File: config.mk
export PLATFORM = sky130hd
export DESIGN_NAME = cpu_mem_fsm
export DESIGN_NICKNAME = d
export VERILOG_FILES = /design/src/rtl/cpu_mem_fsm.sv
export SDC_FILE = /design/constraint.sdc
export NUM_CORES = 1
export LEC_CHECK = 0
export BUFFER_PORTS_ARGS = -buffer_cell sky130_fd_sc_hd__buf_2
export CAP_MARGIN = 20
export CORE_AREA = 8 8 130 132
export DETAILED_ROUTE_END_ITERATION = 6
export DIE_AREA = 0 0 138 140
export HOLD_SLACK_MARGIN = 0.12
export PLACE_DENSITY = 0.77
export SLEW_MARGIN = 0
export SYNTH_ARGS = -nofsm -noshare
export SYNTH_HDL_FRONTEND = slang
export SYNTH_SLANG_ARGS = --single-unit
File: constraint.sdc
create_clock -name clk -period 3.9 [get_ports clk]
set_input_delay 0.585 -clock clk [delete_from_list [all_inputs] [get_ports clk]]
set_output_delay 0.585 -clock clk [all_outputs]
set_load 0.05 [all_outputs]
File: src/rtl/cpu_mem_fsm.sv
// cpu_mem_fsm
// Multi-cycle load/store unit for the MEM stage. A request is latched in
// IDLE, presented on a registered bus handshake in WAIT until bus_ack, and
// written back for exactly one cycle in DONE. It also holds the LL bit used by
// LL/SC, raises address errors for misaligned accesses, and fails an SC
// without touching the bus when the LL bit is clear.
//
// Ports
//   clk, rst                  clock, synchronous active-high reset
//   req_valid/we/size/signed  memory operation from EX/MEM
//   req_ll/req_sc             LL / SC qualifiers
//   req_addr, req_wdata       byte address, right-aligned store data
//   req_rd                    destination register for loads and SC
//   flush                     pipeline flush, also clears the LL bit
//   bus_req/we/addr/be/wdata  data bus request, held until bus_ack
//   bus_rdata, bus_ack        read data and transfer-complete strobe
//   stall_req                 holds upstream stages while busy
//   wb_we/waddr/wdata         register writeback
//   except_occur/code/badvaddr address error (4 = AdEL, 5 = AdES)
//   llbit                     current LL bit

module cpu_mem_fsm #(
  parameter int ADDR_WIDTH     = 32,
  parameter int REG_ADDR_WIDTH = 5,
  parameter bit CHECK_ALIGN    = 1'b1
) (
  input  logic                      clk,
  input  logic                      rst,
  input  logic                      req_valid,
  input  logic                      req_we,
  input  logic [1:0]                req_size,
  input  logic                      req_signed,
  input  logic                      req_ll,
  input  logic                      req_sc,
  input  logic [ADDR_WIDTH-1:0]     req_addr,
  input  logic [31:0]               req_wdata,
  input  logic [REG_ADDR_WIDTH-1:0] req_rd,
  input  logic                      flush,
  output logic                      bus_req,
  output logic                      bus_we,
  output logic [ADDR_WIDTH-1:0]     bus_addr,
  output logic [3:0]                bus_be,
  output logic [31:0]               bus_wdata,
  input  logic [31:0]               bus_rdata,
  input  logic                      bus_ack,
  output logic                      stall_req,
  output logic                      wb_we,
  output logic [REG_ADDR_WIDTH-1:0] wb_waddr,
  output logic [31:0]               wb_wdata,
  output logic                      except_occur,
  output logic [4:0]                except_code,
  output logic [ADDR_WIDTH-1:0]     except_badvaddr,
  output logic                      llbit
);

  typedef enum logic [1:0] {
    ST_IDLE = 2'd0,
    ST_WAIT = 2'd1,
    ST_DONE = 2'd2
  } state_t;

  state_t                    state_q, state_d;
  logic                      llBit_q, llBit_d;
  logic                      drop_q, drop_d;

  // Fields of the accepted request, held for the whole WAIT/DONE sequence.
  logic [ADDR_WIDTH-1:0]     addr_q;
  logic [1:0]                size_q;
  logic                      signed_q;
  logic                      ll_q;
  logic                      sc_q;
  logic                      we_q;
  logic [REG_ADDR_WIDTH-1:0] rd_q;
  logic [31:0]               wdata_q;
  logic [31:0]               rdata_q;

  logic                      reqIsStore;
  logic                      reqIsHalf;
  logic                      reqIsWord;
  logic                      misaligned;
  logic                      addrErr;
  logic                      idleValid;
  logic                      raiseExc;
  logic                      scFail;
  logic                      accept;
  logic [ADDR_WIDTH-1:0]     alignedAddr;

  logic [1:0]                lane;
  logic [31:0]               loadShifted;
  logic [31:0]               loadData;
  logic [3:0]                latchedBe;
  logic [31:0]               latchedWdata;

  // Request decode in IDLE. An SC counts as a store for the exception code.
  // A flushed instruction is neither accepted nor allowed to fault. The
  // aligned address is what gets latched, so with alignment checking off the
  // low bits are simply forced to the natural boundary of the access size.
  always_comb begin
    reqIsStore  = req_we | req_sc;
    reqIsHalf   = (req_size == 2'd1);
    reqIsWord   = req_size[1];
    misaligned  = (reqIsHalf & req_addr[0]) |
                  (reqIsWord & (req_addr[1:0] != 2'b00));
    addrErr     = CHECK_ALIGN & misaligned;
    idleValid   = (state_q == ST_IDLE) & req_valid & ~flush;
    raiseExc    = idleValid & addrErr;
    scFail      = idleValid & ~addrErr & req_sc & ~llBit_q;
    accept      = idleValid & ~addrErr & ~scFail;

    alignedAddr = req_addr;
    if (reqIsHalf) begin
      alignedAddr[0] = 1'b0;
    end
    if (reqIsWord) begin
      alignedAddr[1:0] = 2'b00;
    end
  end

  // Byte-lane steering from the latched request: enables and replicated
  // store data for the bus, and the shifted/extended load result.
  always_comb begin
    lane        = addr_q[1:0];
    loadShifted = rdata_q >> {lane, 3'b000};

    if (size_q[1]) begin
      latchedBe    = 4'b1111;
      latchedWdata = wdata_q;
      loadData     = rdata_q;
    end else if (size_q == 2'd1) begin
      latchedBe    = 4'b0011 << lane;
      latchedWdata = {2{wdata_q[15:0]}};
      loadData     = {{16{signed_q & loadShifted[15]}}, loadShifted[15:0]};
    end else begin
      latchedBe    = 4'b0001 << lane;
      latchedWdata = {4{wdata_q[7:0]}};
      loadData     = {{24{signed_q & loadShifted[7]}}, loadShifted[7:0]};
    end
  end

  // Next-state and LL bit. A flush seen in WAIT only marks the transfer as
  // dropped: the bus cycle must still complete, after which we return straight
  // to IDLE with no writeback and without arming the LL bit. Flush is applied
  // last so that it beats a same-cycle LL set.
  always_comb begin
    state_d = state_q;
    llBit_d = llBit_q;
    drop_d  = drop_q;

    case (state_q)
      ST_IDLE: begin
        drop_d = 1'b0;
        if (accept) begin
          state_d = ST_WAIT;
        end
      end
      ST_WAIT: begin
        if (flush) begin
          drop_d = 1'b1;
        end
        if (bus_ack) begin
          if (drop_q | flush) begin
            state_d = ST_IDLE;
          end else begin
            state_d = ST_DONE;
            if (ll_q) begin
              llBit_d = 1'b1;
            end
          end
        end
      end
      ST_DONE: begin
        state_d = ST_IDLE;
        drop_d  = 1'b0;
        if (sc_q) begin
          llBit_d = 1'b0;
        end
      end
      default: begin
        state_d = ST_IDLE;
        drop_d  = 1'b0;
      end
    endcase

    if (flush) begin
      llBit_d = 1'b0;
    end
  end

  // State, LL bit and request latches. Read data is captured only on an ack
  // that arrives in WAIT; acks at any other time are ignored.
  always_ff @(posedge clk) begin
    if (rst) begin
      state_q  <= ST_IDLE;
      llBit_q  <= 1'b0;
      drop_q   <= 1'b0;
      addr_q   <= '0;
      size_q   <= 2'd0;
      signed_q <= 1'b0;
      ll_q     <= 1'b0;
      sc_q     <= 1'b0;
      we_q     <= 1'b0;
      rd_q     <= '0;
      wdata_q  <= 32'd0;
      rdata_q  <= 32'd0;
    end else begin
      state_q <= state_d;
      llBit_q <= llBit_d;
      drop_q  <= drop_d;
      if (accept) begin
        addr_q   <= alignedAddr;
        size_q   <= req_size;
        signed_q <= req_signed;
        ll_q     <= req_ll;
        sc_q     <= req_sc;
        we_q     <= reqIsStore;
        rd_q     <= req_rd;
        wdata_q  <= req_wdata;
      end
      if ((state_q == ST_WAIT) && bus_ack) begin
        rdata_q <= bus_rdata;
      end
    end
  end

  // Outputs. IDLE drives only the same-cycle responses (address error,
  // failed SC, stall on accept). WAIT presents the latched request on the
  // bus. DONE writes back once unless flushed.
  always_comb begin
    bus_req         = 1'b0;
    bus_we          = 1'b0;
    bus_addr        = '0;
    bus_be          = 4'b0000;
    bus_wdata       = 32'd0;
    stall_req       = 1'b0;
    wb_we           = 1'b0;
    wb_waddr        = '0;
    wb_wdata        = 32'd0;
    except_occur    = 1'b0;
    except_code     = 5'd0;
    except_badvaddr = '0;

    case (state_q)
      ST_IDLE: begin
        if (raiseExc) begin
          except_occur    = 1'b1;
          except_code     = reqIsStore ? 5'd5 : 5'd4;
          except_badvaddr = req_addr;
        end
        if (scFail) begin
          wb_we    = 1'b1;
          wb_waddr = req_rd;
          wb_wdata = 32'd0;
        end
        stall_req = accept;
      end
      ST_WAIT: begin
        bus_req   = 1'b1;
        bus_we    = we_q;
        bus_addr  = {addr_q[ADDR_WIDTH-1:2], 2'b00};
        bus_be    = latchedBe;
        bus_wdata = latchedWdata;
        stall_req = 1'b1;
      end
      ST_DONE: begin
        if (!flush) begin
          if (sc_q) begin
            wb_we    = 1'b1;
            wb_waddr = rd_q;
            wb_wdata = 32'd1;
          end else if (!we_q) begin
            wb_we    = 1'b1;
            wb_waddr = rd_q;
            wb_wdata = loadData;
          end
        end
      end
      default: begin
        stall_req = 1'b0;
      end
    endcase
  end

  assign llbit = llBit_q;

endmodule

======== After elaboration in Yosys (flattened, before gate mapping) ========
Cells that the tools add are included.
word-level totals
  input bits .............................. 112
  bits in registers ....................... 111
  output and inout bits ................... 148
operators by class
  shift-type cells ........................ 3
  equality and inequality tests ........... 9
  mux-type cells .......................... 44
  bitwise logic cells ..................... 19
  reductions and logical operators ........ 8
operators with widths
  operator             count
  $mux 32              12
  $shr 32x5->16        1
  $mux 5               4
  $mux 1               14
  $mux 4               3
  $and 1x1->1          11
  $ne 2x2->1 const B   5
  $pmux 5 s2           1
  $mux 2               4
  $eq 2x1->1 const B   3
  $mux 3               2
  $pmux 1 s2           3
  $not 1->1            5
  $reduce_and 5->1     1
  $pmux 2 s2           1
  $reduce_bool 2->1    2
  $reduce_or 2->1      2
  $shl 1x2->4 const A  1
  $shl 2x2->4 const A  1
  $or 1x1->1           3
  $eq 2x2->1 const B   1
  $logic_not 2->1      1
  $reduce_and 2->1     1
  $logic_and 1x1->1    1

======== Depth between registers and ports, before layout ========
Gate-level depths: netlist of the first run.
  depth in word-level cells ............... 11
  mapped depth ............................ 7
  depth with buffers taken out ............ 5

======== Least setup slack after synthesis of the first run ========
OpenSTA, ideal clock, no wires.
  path type ............................... input to output
  start point ............................. input port flush
  end point ............................... output port wb_wdata[7]
  path slack .............................. 0.850 ns
  data arrival time ....................... 2.465 ns
  cell stages on the path ................. 3
  required time ........................... 3.315 ns
  path through ............................ or3b_1 -> nor3_4 -> a21boi_0
between the ends
  word-level cells in the longest chain between the ends .. 2
RTL lines
  item                line  source
  start: declaration  38    input logic flush,
  $mux 32             265   if (!flush) begin
  $mux 32             -
  end: declaration    49    output logic [31:0] wb_wdata,
No other way between the ends.

======== Final worst setup path of the first run ========
  start point ............................. register addr_q[1]
  end point ............................... output port wb_wdata[22]
between the ends
  word-level cells in the longest chain between the ends .. 8
  elaborated cells on any way between the ends .. 9
  those cells by class .................... 1 x shift; 6 x mux; 2 x bitwise
RTL lines
  item                            line      source
  start: declaration              67        logic [ADDR_WIDTH-1:0] addr_q;
  start signal: assignment        210       addr_q <= alignedAddr;
  $shr 32x5->16 (*)               123       loadShifted = rdata_q >> {lane, 3'b000};
  $and 1x1->1 (on tied branches)  136, 132
  $mux 32 (*)                     129       end else if (size_q == 2'd1) begin
  $mux 32 (*)                     125       if (size_q[1]) begin
  $mux 32 (*)                     270       end else if (!we_q) begin
  $mux 32 (*)                     266       if (sc_q) begin
  $mux 32 (*)                     265
  $mux 32 (*)                     -
Mark *: on every way between the ends. The rest lies on a longest branch, timed or not.

==> results.py, run 1 <==
metrics = {
    "run_status": {
        "run_status": "finished clean",
    },
    "cts": {
        "cts_tree": "done",
        "path_clk_slew_ns": 0.07,
        "root_buffer": "clkbuf_16",
        "postCtsHoldBufs": 0,
        "cts_num_sinks": 111,
        "clock_latency_ns": 0.34,
        "cts_resized": 0,
        "cts_buffers": 9,
        "clockBufferDepth": 2,
        "htreeDepth": 3,
        "postCtsSetupBuffers": 0,
    },
    "critical_path": {
        "crit_type": "reg -> out",
        "cp.arrival_ns": 2.68,
        "critPathLaunchType": "flip-flop",
        "reg2regPathDepth": 5,
        "critical_path_required_ns": 3.31,
        "worstSetupEndpointType": "output port",
        "critPathMaxFanout": 16,
    },
    "floorplanning": {
        "start_util": 0.3878,
        "dieArea_um2": 19320,
        "coreArea_um2": 14860,
        "row_count": 45,
        "die-width_um": 138,
        "die_h_um": 140,
        "ios": 260,
    },
    "pwr": {
        "p_seq_frac": 0.512,
        "p_int_mw": 1.680,
        "swShare": 0.2669,
        "vdd_ir_drop_max_uv": 260.0,
        "p_clk_frac": 0.369,
        "combPwrFrac": 0.119,
        "switchingPower_uw": 611.5,
        "p_leak_nw": 3.141,
        "power.density_nw_per_um2": 308.9,
    },
    "hold_path": {
        "hold_class": "reg -> reg",
        "holdPathStages": 1,
    },
    "grt": {
        "grtUsageTotal": 0.1986,
        "grt_use_met2": 0.3234,
        "grt_overflow_total": 0,
        "grt_pass1_wl_um": 31970,
        "antenna_found_initial": 4,
        "grt_busiest_layer": "met2",
        "grtUsageMet3": 0.06626,
        "grt_use_met1": 0.2410,
        "grt_pass1_vias": 5971,
        "grt_max_degree": 112,
    },
    "place": {
        "dp.cells": 1211,
        "dp_slack_ns": 0.9436,
        "place.gp.congestion": 0.9156,
        "port_buffers": 254,
        "dp_hpwl_um": 15010,
    },
    "flow_run": {
        "cap_violations": 0,
    },
    "final_layout": {
        "nets": 1148,
        "multiInputGateArea_um2": 3241,
        "area_growth_pct": 28.67,
        "n_fill_cell": 1520,
        "diodes": 0,
        "stdcell_count": 1229,
        "seq_area_um2": 2223,
        "drive_above_1_share": 0.2786,
    },
    "drt": {
        "drt_wl_total_um": 20460,
        "drc_errors": 0,
        "drt_pass1_iterations": 7,
        "ant_nets": 0,
        "drt_iter0_markers": 510,
        "via_per_inst": 5.186,
        "post_drt_wl_per_cell_um": 16.65,
        "vias": 6374,
    },
    "yosys": {
        "yosys.area.top_type": "dfxtp_1",
        "yosys-top-cells-area": "dfxtp_1 39%, nand2_1 16%, a21oi_1 13%",
        "yosys_warnings": 0,
        "syn_area_per_cell_um2": 7.013,
        "synth_flop_cell": "dfxtp_1",
        "synthDistinctLibCells": 42,
        "seq_area_frac_synth": 0.3855,
        "synthMostInstantiatedCell": "nand2_1",
        "async_reset_ff_frac": 0,
        "synth_common_cells": "241 x nand2_1, 154 x a21oi_1, 111 x dfxtp_1",
        "ys_ff_latch": 111,
        "synth_top_area_share": 0.3855,
        "syn_area_um2": 5764,
        "synth_cells": 822,
        "synth-edff-count": 0,
    },
    "timing": {
        "fin_tns_setup_ns": 0,
        "max_freq_mhz": 306.0,
        "setup_viol": 0,
        "slew_headroom": 0.4840,
        "hold_viol": 0,
        "fin_crit_sh": 0.8380,
        "post-route-worst-setup-slack_ns": 0.6317,
        "period_needed_ns": 3.268,
        "worstMarginPinSlew_ns": 0.7740,
        "finalMaxSlewViolations": 0,
        "whs_ns": 0.4438,
        "rsz0062_at_grt": "false",
        "skew_ns": 0.007256,
    },
}
## worst paths after layout
check	slack [ns]	startpoint	end
max	0.63	addr_q[1]	wb_wdata[22]
min	0.44	drop_q	state_q[1]
max reg2reg	1.80	state_q[1]	addr_q[1]
min reg2reg	0.44	drop_q	state_q[1]
## layout make-up
cell class              count  area share
repair buffers            270      0.1950
clock inverters             3    0.002699
clock buffers              13     0.03239
flip-flops and latches    111      0.2998
multi-input cells         641      0.4369
inverters                   3    0.001518
well taps                 188     0.03171
## power groups by stage
stage	Clock, mW	Combinational, mW	Sequential (mW)
global route	0.913	0.295	1.17
floorplan	0	0.171	1.19
detailed placement	0	0.267	1.20
finish	0.847	0.272	1.17
CTS	0.868	0.268	1.17
global placement	0	0.266	1.20
## worst max-delay path, stage by stage (launching register included)
cell	delay [ns]
dfxtp_1	0.70
buf_4	0.31
mux2i_1	0.34
mux2i_1	0.19
o211ai_4	0.44
nor2_1	0.11
buf_2	0.23
## flip-flops by register name, summed over array words and instances (netlist names)
signal and count:
addr_q 32, drop_q 1, ll_q 1, llbit 1, rd_q 5, rdata_q 32
sc_q 1, signed_q 1, size_q 2, state_q 2, wdata_q 32, we_q 1
## metrics by stage
step / total power [mW] / util / instance area, um2
after floorplan: 1.361 / - / 5779
after global placement: 1.464 / 0.4778 / 7102
after detailed placement: 1.466 / 0.4778 / 7102
after CTS: 2.309 / 0.4953 / 7362
after global routing: 2.384 / 0.4990 / 7417
final: 2.291 / 0.4990 / 7417
## placed cells by master, fill, tap and decap left out, drive strengths merged, types with 3 or more instances in the layout
| cell type | n |
|---|---|
| a21o | 6 |
| a21oi | 154 |
| a221oi | 7 |
| a22o | 5 |
| a31oi | 5 |
| and2 | 73 |
| buf | 270 |
| clkbuf | 13 |
| conb | 5 |
| dfxtp | 111 |
| mux2i | 26 |
| nand2 | 241 |
| nand2b | 11 |
| nand3 | 7 |
| nor2 | 56 |
| nor2b | 4 |
| o21a | 3 |
| o21ai | 16 |
## routing by layer
metal	up-vias	wire [um]
li1	3127	-
met1	2900	8539
met2	295	9583
met3	44	1789
met4	8	500
met5	-	50
## cells by family after synthesis
group	after synthesis	share of synthesized area
buffers and inverters	74	0.05578
flip-flops	111	0.3855
other	1	0.0006506
AO/OA/AOI/OAI	204	0.1962
AND/OR/NAND/NOR	406	0.3167
multiplexers	26	0.04515
Power figures use the tool's default switching activity.
==> run 2, diff against run 1 <==
--- a/config.mk
+++ b/config.mk
@@ -5,13 +5,14 @@
 export SDC_FILE = /design/constraint.sdc
 export NUM_CORES = 1
 export LEC_CHECK = 0
+export ABC_AREA = 1
 export BUFFER_PORTS_ARGS = -buffer_cell sky130_fd_sc_hd__buf_2
 export CAP_MARGIN = 20
 export CORE_AREA = 8 8 130 132
 export DETAILED_ROUTE_END_ITERATION = 6
 export DIE_AREA = 0 0 138 140
 export HOLD_SLACK_MARGIN = 0.12
-export PLACE_DENSITY = 0.77
+export PLACE_DENSITY = 0.78
 export SLEW_MARGIN = 0
 export SYNTH_ARGS = -nofsm -noshare
 export SYNTH_HDL_FRONTEND = slang
==> constraint.sdc (replaced) <==
create_clock -name clk -period 3.2 [get_ports clk]
set_input_delay 0.48 -clock clk [delete_from_list [all_inputs] [get_ports clk]]
set_output_delay 0.48 -clock clk [all_outputs]
set_load 0.05 [all_outputs]
==> run 2 against run 1 <==
Sequential power grew 24%. Clock power grew 32%. First-iteration DRC count shrank 16%. Power grew 31%. Non-clock buffer count shrank 5. Clock skew is essentially flat. Routed wire length shrank 1.0%. Sequential share of layout area grew 0.27 points. Flip-flop and latch count is the same. Critical path type unchanged. Critical endpoint is now wb_wdata[20]. Highest routed layer is now met4.
==> results.py, run 2 <==
metrics = {
    "run_status": {
        "run_status": "finished clean",
    },
    "cts": {
        "clockBufferDepth": 2,
        "path_clk_slew_ns": 0.07,
        "cts_tree": "done",
        "postCtsHoldBufs": 0,
        "root_buffer": "clkbuf_16",
        "postCtsSetupBuffers": 0,
        "htreeDepth": 3,
        "clock_latency_ns": 0.36,
        "cts_resized": 0,
        "cts_num_sinks": 111,
        "cts_buffers": 9,
    },
    "floorplanning": {
        "die-width_um": 138,
        "die_h_um": 140,
        "dieArea_um2": 19320,
        "start_util": 0.3897,
        "row_count": 45,
        "coreArea_um2": 14860,
        "ios": 260,
    },
    "yosys": {
        "synthMostInstantiatedCell": "a21oi_1",
        "syn_area_um2": 5793,
        "yosys-top-cells-area": "dfxtp_1 38%, a21oi_1 14%, inv_1 8.4%",
        "synth_cells": 856,
        "synth-edff-count": 0,
        "yosys.area.top_type": "dfxtp_1",
        "synthDistinctLibCells": 32,
        "syn_area_per_cell_um2": 6.768,
        "seq_area_frac_synth": 0.3836,
        "synth_flop_cell": "dfxtp_1",
        "ys_ff_latch": 111,
        "yosys_warnings": 0,
        "synth_top_area_share": 0.3836,
        "async_reset_ff_frac": 0,
        "synth_common_cells": "165 x a21oi_1, 130 x inv_1, 112 x nor2_1",
    },
    "final_layout": {
        "final_common_cell": "buf_2",
        "reg_top3": "addr_q: 32 flops, rdata_q: 32 flops, wdata_q: 32 flops",
        "drive_above_1_share": 0.2980,
        "stdcell_count": 1262,
        "area_growth_pct": 26.80,
        "final_cell_mix": "252 x buf_2, 165 x a21oi_1, 128 x inv_1, 112 x nor2_1, 111 x dfxtp_1",
        "nets": 1181,
        "fin_area_um2": 7346,
        "seq_area_um2": 2222,
        "diodes": 0,
        "n_fill_cell": 1587,
        "multiInputGateArea_um2": 2688,
    },
    "place": {
        "place.gp.congestion": 0.9669,
        "dpl_cell_area_um2": 7057,
        "port_buffers": 254,
        "dp.cells": 1246,
        "dp_hpwl_um": 15580,
        "dp_slack_ns": 0.7734,
    },
    "pwr": {
        "p_leak_nw": 3.508,
        "p_clk_frac": 0.373,
        "power.density_nw_per_um2": 408.4,
        "swShare": 0.2920,
        "combPwrFrac": 0.145,
        "vdd_ir_drop_max_uv": 269.5,
        "p_seq_frac": 0.482,
        "switchingPower_uw": 876.0,
        "p_int_mw": 2.124,
    },
    "grt": {
        "grt_pass1_wl_um": 31360,
        "antenna_found_initial": 0,
        "grt_max_degree": 82,
        "grt_busiest_layer": "met2",
        "grt_use_met2": 0.3369,
        "grt_overflow_total": 0,
        "grtUsageTotal": 0.1991,
        "grtUsageMet3": 0.07843,
        "grt_use_met1": 0.2308,
        "grt_pass1_vias": 6043,
    },
    "critical_path": {
        "worstSetupEndpointType": "output port",
        "cp.arrival_ns": 2.33,
        "critPathMaxFanout": 31,
        "crit_type": "reg -> out",
        "critPathLaunchType": "flip-flop",
        "critical_path_required_ns": 2.72,
    },
    "hold_path": {
        "hold_class": "in -> reg",
    },
    "timing": {
        "fin_crit_sh": 0.8792,
        "max_freq_mhz": 355.4,
        "post-route-worst-setup-slack_ns": 0.3865,
        "fin_tns_setup_ns": 0,
        "rsz0062_at_grt": "false",
        "period_needed_ns": 2.813,
        "worstMarginPinSlew_ns": 0.7588,
        "finalMaxSlewViolations": 0,
        "hold_viol": 0,
        "setup_viol": 0,
        "skew_ns": 0.007114,
        "slew_headroom": 0.4941,
    },
    "drt": {
        "drc_errors": 0,
        "ant_nets": 0,
        "drt_wl_total_um": 20260,
        "drt_iter0_markers": 430,
        "via_per_inst": 4.971,
        "post_drt_wl_per_cell_um": 16.05,
        "vias": 6274,
        "drt_pass1_iterations": 5,
    },
    "flow_run": {
        "cap_violations": 0,
    },
}
[run 2: changes by cell type after synthesis, moves of 45 or more]
cell | before | now
nor2_1 | 56 | 112
and2_1 | 73 | 0
o21ai_1 | 2 | 47
nand2_1 | 241 | 66
inv_1 | 2 | 130
o21ai_0 | 14 | 95
[run 2: critical path, cell delays in order, from the launching register on]
cell	delay, ns
dfxtp_1	0.48
buf_4	0.33
o21ai_0	0.19
nand3_1	0.14
nand2_1	0.06
nand2_2	0.08
nand2_2	0.06
nand2_4	0.32
nor2_1	0.08
buf_2	0.22
[run 2: kinds of logic after synthesis]
group / count (synthesis) / synth area share
and+or+nand+nor: 223 / 0.1784
DFF: 111 / 0.3836
AOI/OAI and AO/OA: 318 / 0.2810
buffers and inverters: 203 / 0.1564
other: 1 / 0.0006473
[run 2: final timing paths]
kind                               startpoint            to  slack, ns  cells past startpoint
worst min register to register         drop_q    state_q[1]       0.44                      1
worst min-delay path            req_wdata[19]   wdata_q[19]       0.37                      3
worst max register to register     state_q[0]   rdata_q[26]       1.24                      7
worst max-delay path                addr_q[0]  wb_wdata[20]       0.39                      9
[run 2: power groups by stage]
stage / logic (mW) / clock network [mW] / registers, mW
global route: 0.477 / 1.19 / 1.45
finish: 0.434 / 1.12 / 1.45
global placement: 0.431 / 0 / 1.48
detailed placement: 0.434 / 0 / 1.48
CTS: 0.436 / 1.14 / 1.45
floorplan: 0.297 / 0 / 1.47
[run 2: metal layers]
layer,part of all wire,vias up
li1,-,3171
met1,0.41,2826
met2,0.48,255
met3,0.095,22
met4,0.014,0
met5,0,-
[run 2: area by class of cell]
type                    instances  area share
inverters                     136     0.07018
clock inverters                 5    0.006302
flip-flops and latches        111      0.3025
well taps                     188     0.03202
repair buffers                265      0.1901
clock buffers                  11     0.03304
multi-input cells             546      0.3659
[run 2: through the flow]
| stage | power (mW) | util | hold WS (ns) |
|---|---|---|---|
| CTS | 3.021 | 0.4942 | 0.3614 |
| detailed placement | 1.913 | 0.4747 | 0.4143 |
| global route | 3.119 | 0.4942 | 0.3888 |
| global placement | 1.908 | 0.4747 | 0.4186 |
| floorplan | 1.769 | - | 0.3994 |
| finish | 3.000 | 0.4942 | 0.3723 |
